File: src/rtl/store_lane_queue.sv
// Store-lane unit: decodes M-stage stores into byte enables and lane-replicated data, then
// queues them toward the data-memory bus. Define STORE_EXC_EN to trap misaligned stores.
module store_lane_queue #(
    parameter int unsigned DATA_W = 32,
    parameter int unsigned ADDR_W = 32,
    parameter int unsigned DEPTH  = 2,
    localparam int unsigned NB = DATA_W / 8,
    localparam int unsigned LB = $clog2(NB),
    localparam int unsigned PW = $clog2(DEPTH),
    localparam int unsigned CW = PW + 1
) (
    input  logic              clk,
    input  logic              reset_n,
    input  logic              in_valid,
    output logic              in_ready,
    input  logic [31:0]       ir_m,
    input  logic [ADDR_W-1:0] addr,
    input  logic [DATA_W-1:0] wdata,
    output logic              out_valid,
    input  logic              out_ready,
    output logic [ADDR_W-1:0] out_addr,
    output logic [NB-1:0]     out_be,
    output logic [DATA_W-1:0] out_wdata,
    output logic [CW-1:0]     count,
    output logic              exc_ades,
    output logic [ADDR_W-1:0] exc_badvaddr
);

    localparam logic [5:0] OpSb = 6'b101000;
    localparam logic [5:0] OpSh = 6'b101001;
    localparam logic [5:0] OpSw = 6'b101011;
    localparam logic [5:0] OpSd = 6'b111111;

    logic [5:0]        op;
    logic [LB-1:0]     ofs;
    logic              is_sb, is_sh, is_sw, is_sd, is_store;
    logic              misaligned;
    logic              accept, enq, pop;
    logic [NB-1:0]     be;
    logic [DATA_W-1:0] rep;
    logic [ADDR_W-1:0] aligned_addr;
    logic              unused_ir;

    assign op        = ir_m[31:26];
    assign unused_ir = ^ir_m[25:0];
    assign ofs       = addr[LB-1:0];

    assign is_sb    = (op == OpSb);
    assign is_sh    = (op == OpSh);
    assign is_sw    = (op == OpSw);
    assign is_sd    = (op == OpSd) && (DATA_W == 64);
    assign is_store = is_sb || is_sh || is_sw || is_sd;

`ifdef STORE_EXC_EN
    assign misaligned = (is_sh && ofs[0]) || (is_sw && (ofs[1:0] != 2'b00)) ||
                        (is_sd && (ofs != '0));
`else
    assign misaligned = 1'b0;
`endif

    // Clearing the low offset bits truncates misaligned sh/sw to their natural lane group.
    always_comb begin
        be = '0;
        if (is_sb) begin
            be = NB'(1) << ofs;
        end else if (is_sh) begin
            be = NB'(3) << (ofs & ~LB'(1));
        end else if (is_sw) begin
            be = NB'(15) << (ofs & ~LB'(3));
        end else if (is_sd) begin
            be = '1;
        end
    end

    always_comb begin
        rep = wdata;
        if (is_sb) begin
            for (int unsigned i = 0; i < NB; i++) rep[8*i +: 8] = wdata[7:0];
        end else if (is_sh) begin
            for (int unsigned i = 0; i < NB / 2; i++) rep[16*i +: 16] = wdata[15:0];
        end else if (is_sw) begin
            for (int unsigned i = 0; i < NB / 4; i++) rep[32*i +: 32] = wdata[31:0];
        end
    end

    assign aligned_addr = addr & ~ADDR_W'(NB - 1);

    logic [PW-1:0] wr_q, wr_d, rd_q, rd_d;
    logic [CW-1:0] count_q, count_d;

    assign in_ready  = (count_q < CW'(DEPTH));
    assign out_valid = (count_q != '0);
    assign accept    = in_valid && in_ready;
    assign enq       = accept && is_store && !misaligned;
    assign pop       = out_valid && out_ready;
    assign count     = count_q;

    logic [ADDR_W-1:0] mem_addr [DEPTH];
    logic [NB-1:0]     mem_be   [DEPTH];
    logic [DATA_W-1:0] mem_data [DEPTH];

    always_ff @(posedge clk) begin
        if (enq) begin
            mem_addr[wr_q] <= aligned_addr;
            mem_be[wr_q]   <= be;
            mem_data[wr_q] <= rep;
        end
    end

    always_comb begin
        wr_d    = enq ? wr_q + PW'(1) : wr_q;
        rd_d    = pop ? rd_q + PW'(1) : rd_q;
        count_d = count_q;
        if (enq && !pop) begin
            count_d = count_q + CW'(1);
        end else if (!enq && pop) begin
            count_d = count_q - CW'(1);
        end
    end

    always_ff @(posedge clk or negedge reset_n) begin
        if (!reset_n) begin
            wr_q    <= '0;
            rd_q    <= '0;
            count_q <= '0;
        end else begin
            wr_q    <= wr_d;
            rd_q    <= rd_d;
            count_q <= count_d;
        end
    end

    // Empty queue drives zeros rather than whatever stale entry the read pointer sits on.
    assign out_addr  = out_valid ? mem_addr[rd_q] : '0;
    assign out_be    = out_valid ? mem_be[rd_q]   : '0;
    assign out_wdata = out_valid ? mem_data[rd_q] : '0;

`ifdef STORE_EXC_EN
    logic              exc_ades_q;
    logic [ADDR_W-1:0] exc_badvaddr_q;

    always_ff @(posedge clk or negedge reset_n) begin
        if (!reset_n) begin
            exc_ades_q     <= 1'b0;
            exc_badvaddr_q <= '0;
        end else begin
            exc_ades_q <= accept && misaligned;
            if (accept && misaligned) begin
                exc_badvaddr_q <= addr;
            end
        end
    end

    assign exc_ades     = exc_ades_q;
    assign exc_badvaddr = exc_badvaddr_q;
`else
    assign exc_ades     = 1'b0;
    assign exc_badvaddr = '0;
`endif

endmodule

File: config.mk
export PLATFORM = sky130hd
export DESIGN_NAME = store_lane_queue
export DESIGN_NICKNAME = d
export VERILOG_FILES = /design/src/rtl/store_lane_queue.sv
export SDC_FILE = /design/constraint.sdc
export NUM_CORES = 1
export LEC_CHECK = 0
export BUFFER_PORTS_ARGS = -buffer_cell sky130_fd_sc_hd__buf_2
export CAP_MARGIN = 30
export CELL_PAD_IN_SITES_DETAIL_PLACEMENT = 1
export CELL_PAD_IN_SITES_GLOBAL_PLACEMENT = 1
export CORE_MARGIN = 3
export CORE_UTILIZATION = 43
export DETAILED_ROUTE_END_ITERATION = 12
export PLACE_DENSITY_LB_ADDON = 0.25
export SLEW_MARGIN = 20
export SYNTH_ARGS = -nofsm -noshare
export SYNTH_HDL_FRONTEND = slang
export SYNTH_SLANG_ARGS = --single-unit
export TNS_END_PERCENT = 20
File: constraint.sdc
create_clock -name clk -period 6.2 [get_ports clk]
set_input_delay 1.24 -clock clk [delete_from_list [all_inputs] [get_ports clk]]
set_output_delay 1.24 -clock clk [all_outputs]
set_load 0.1 [all_outputs]
==> report_table.html <==
<table>
<tr><th>Metric</th><th>Value</th></tr>
<tr><th colspan="2">Clock tree</th></tr>
<tr><td>Number of buffers created by CTS</td><td>17</td></tr>
<tr><td>Number of setup buffers added after CTS</td><td>0</td></tr>
<tr><td>Count of instances resized after the clock tree is built</td><td>0</td></tr>
<tr><td>Clock sink total</td><td>136</td></tr>
<tr><td>Maximum buffer depth of the clock tree</td><td>2</td></tr>
<tr><td>Clock tree from TritonCTS</td><td>built</td></tr>
<tr><td>Maximum level of the CTS H-tree</td><td>4</td></tr>
<tr><td>Clock root buffer master</td><td>sky130_fd_sc_hd__clkbuf_16</td></tr>
<tr><td>Clock-pin slew on the worst setup and hold paths</td><td>50 ps</td></tr>
<tr><td>Number of buffers inserted by hold repair at cts</td><td>0</td></tr>
<tr><td>Worst skew pair latency</td><td>410 ps</td></tr>
<tr><th colspan="2">Cells and area</th></tr>
<tr><td>Area of the multi-input gates</td><td>0.00163 mm2</td></tr>
<tr><td>Commonest non-fill, non-tap cell in the layout</td><td>sky130_fd_sc_hd__buf_2</td></tr>
<tr><td>Number of fill cells in the layout</td><td>1,333</td></tr>
<tr><td>Number of diodes added for antenna fixing</td><td>0</td></tr>
<tr><td>Area growth from synthesis to final layout</td><td>24.6%</td></tr>
<tr><td>Final Net Count</td><td>633</td></tr>
<tr><td>Register area</td><td>0.00407 mm2</td></tr>
<tr><td>Most frequent cells in the layout</td><td>sky130_fd_sc_hd__buf_2, sky130_fd_sc_hd__edfxtp_1, sky130_fd_sc_hd__nor2_1</td></tr>
<tr><td>Share of layout cells above drive strength 1</td><td>39.4%</td></tr>
<tr><th colspan="2">Timing</th></tr>
<tr><td>Tcrit/Tclk final</td><td>62.5%</td></tr>
<tr><td>Count of pins over their slew limit</td><td>0</td></tr>
<tr><td>Final setup viols</td><td>0</td></tr>
<tr><td>Peak clock frequency supported by timing</td><td>0.258 GHz</td></tr>
<tr><td>Total count of hold-check failures in the final report</td><td>0</td></tr>
<tr><td>Setup TNS after final layout</td><td>0 ps</td></tr>
<tr><td>Setup skew after layout</td><td>8.47 ps</td></tr>
<tr><td>RSZ-0062 raised after global routing</td><td>false</td></tr>
<tr><td>Max-Slew Margin vs Limit</td><td>42.7%</td></tr>
<tr><td>Shortest clock period the worst path allows after layout</td><td>3880 ps</td></tr>
<tr><td>Worst Max-Slew Pin Slew</td><td>858 ps</td></tr>
<tr><th colspan="2">Logic synthesis</th></tr>
<tr><td>Area of the mapped netlist</td><td>0.00593 mm2</td></tr>
<tr><td>Number of distinct library cell variants in the gate-level netlist after synthesis</td><td>25</td></tr>
<tr><td>Cells after synthesis</td><td>384</td></tr>
<tr><td>Syn Area/Cell</td><td>15.4 um2</td></tr>
<tr><td>Yosys warnings</td><td>0</td></tr>
<tr><td>Flip-flop and latch count after synthesis</td><td>136</td></tr>
<tr><td>Sequential area share after synthesis</td><td>68.5%</td></tr>
<tr><th colspan="2">Global routing</th></tr>
<tr><td>All-layer global routing usage</td><td>17.3%</td></tr>
<tr><td>Via count of the first global-routing pass</td><td>3,697</td></tr>
<tr><td>Maximum number of pins on one net before global-route repair</td><td>67</td></tr>
<tr><td>Number of antenna violations at the first check in global routing</td><td>1</td></tr>
<tr><td>Remaining Overflow, GRT</td><td>0</td></tr>
<tr><td>First-pass GRT wire length</td><td>19,500 um</td></tr>
<tr><th colspan="2">Place</th></tr>
<tr><td>Placed wire-length estimate</td><td>8370 um</td></tr>
<tr><td>Routability congestion estimate</td><td>0.712</td></tr>
<tr><td>Count of buffers from port buffering</td><td>143</td></tr>
<tr><th colspan="2">Floorplanning</th></tr>
<tr><td>Count of pins on the block boundary</td><td>205</td></tr>
<tr><td>Core box area</td><td>0.0133 mm2</td></tr>
<tr><td>Area of the die</td><td>0.0152 mm2</td></tr>
<tr><td>DIE HEIGHT</td><td>123 um</td></tr>
<tr><td>Initial core utilization</td><td>44.4%</td></tr>
<tr><td>Die Span X</td><td>123 um</td></tr>
<tr><td>Placement row count</td><td>42</td></tr>
<tr><th colspan="2">Setup path</th></tr>
<tr><td>Required time reported for the critical path endpoint</td><td>4960 ps</td></tr>
<tr><td>Maximum fanout along the worst path</td><td>40</td></tr>
<tr><td>Type of the setup path with the least slack</td><td>flop to output port</td></tr>
<tr><td>Startpoint kind of the worst setup timing path</td><td>flop</td></tr>
<tr><td>Crit path arrival time</td><td>2640 ps</td></tr>
<tr><td>Setup crit end kind</td><td>output port</td></tr>
<tr><th colspan="2">Route</th></tr>
<tr><td>Detailed-route DRC error count</td><td>0</td></tr>
<tr><td>Detailed-routing iteration count for the pre-antenna-repair pass</td><td>4</td></tr>
<tr><td>Antenna-violating nets left</td><td>0</td></tr>
<tr><td>Detailed Route WL</td><td>12,900 um</td></tr>
<tr><td>Drt first-iter violations</td><td>276</td></tr>
<tr><td>Via-per-instance ratio</td><td>4.75</td></tr>
<tr><td>Detailed-route wire length per cell</td><td>17.8 um</td></tr>
<tr><td>Vias after detailed routing</td><td>3,427</td></tr>
<tr><th colspan="2">Status</th></tr>
<tr><td>Outcome</td><td>complete, no violations</td></tr>
<tr><th colspan="2">Worst hold path</th></tr>
<tr><td>Hold Path Class</td><td>flop to flop</td></tr>
<tr><th colspan="2">Flow run</th></tr>
<tr><td>Max cap viols</td><td>0</td></tr>
</table>
## final timing paths
path,slack (ps),cells after the start,to,from
min in group asynchronous,630,1,count[0],reset_n
setup / recovery,2320,4,out_addr[14],rd_q
max in group asynchronous,5430,1,rd_q,reset_n
setup reg to reg,3970,5,mem_addr[0][29],count[1]
hold reg to reg,570,1,wr_q,wr_q
hold / removal,570,1,wr_q,wr_q
## critical path: stages, from the launching register on
cell                      delay, ps
sky130_fd_sc_hd__dfrtp_4        750
sky130_fd_sc_hd__buf_4          680
sky130_fd_sc_hd__mux2i_1        210
sky130_fd_sc_hd__nor2_1         130
sky130_fd_sc_hd__buf_2          440
## through the flow
| stage | instance area [um2] | cells | utilization (%) | hold slack (ps) | worst slack (ps) |
|---|---|---|---|---|---|
| floorplan | 6060 | 418 | - | 460 | 1020 |
| global placement | 6670 | 687 | 49.9 | 538 | 2420 |
| detailed placement | 6690 | 688 | 50.1 | 556 | 2730 |
| CTS | 7370 | 720 | 55.2 | 567 | 2280 |
| global route | 7390 | 721 | 55.3 | 595 | 2170 |
| finish | 7390 | 721 | 55.3 | 575 | 2320 |
## cell type report
cell class / instances / area share [%]
Clock buffer: 18 / 5.81
Clock inverter: 14 / 3.42
Inverter: 3 / 0.152
Multi-Input combinational cell: 226 / 22.0
Sequential cell: 136 / 55.1
Tap cell: 176 / 2.98
Timing Repair Buffer: 148 / 10.5
## synth_stat cells, drive strengths merged
library cell  number  area [um2]
nor2b              3        26.3
and4bb             1        16.3
dfrtp              4         100
mux2              32         398
and2               1        6.26
inv                3        11.3
mux2i             66         661
nand2              2        7.51
edfxtp           132        3960
o21ai              2        10.0
nand2b             1        6.26
nor2              76         285
buf               49         357
nand4              1        6.26
clkbuf             4        15.0
conb               1        3.75
ha                 1        12.5
xnor2              4        35.0
xor2               1        8.76
## metal layers
metal  track usage, %  vias to the layer above  share of wire, %
met3             5.17                       16               5.9
li1                 -                     1619                 -
met2             29.7                      111                52
met5                0                        -             0.054
met4             6.23                        2               1.3
met1             20.6                     1679                41
## registers in the layout, summed over array words and instances (netlist names)
register / flops
mem_be: 8
rd_q: 1
count: 2
mem_addr: 60
mem_data: 64
wr_q: 1
## kinds of logic (layout without fill, tap and decap cells)
logic type	Yosys count	after routing	synth area share, %
DFF	136	136	68.5
other	1	35	0.0632
buffers and inverters	56	183	6.46
muxes	98	98	17.9
xor gates and xnor gates	5	5	0.739
and+or+nand+nor	85	85	5.97
adders and majority gates	1	1	0.211
AOI/OAI and AO/OA	2	2	0.169
Power is left out: the tool's default activity adds up to more than one toggle a clock period on the data nets, which glitch-free logic cannot reach.
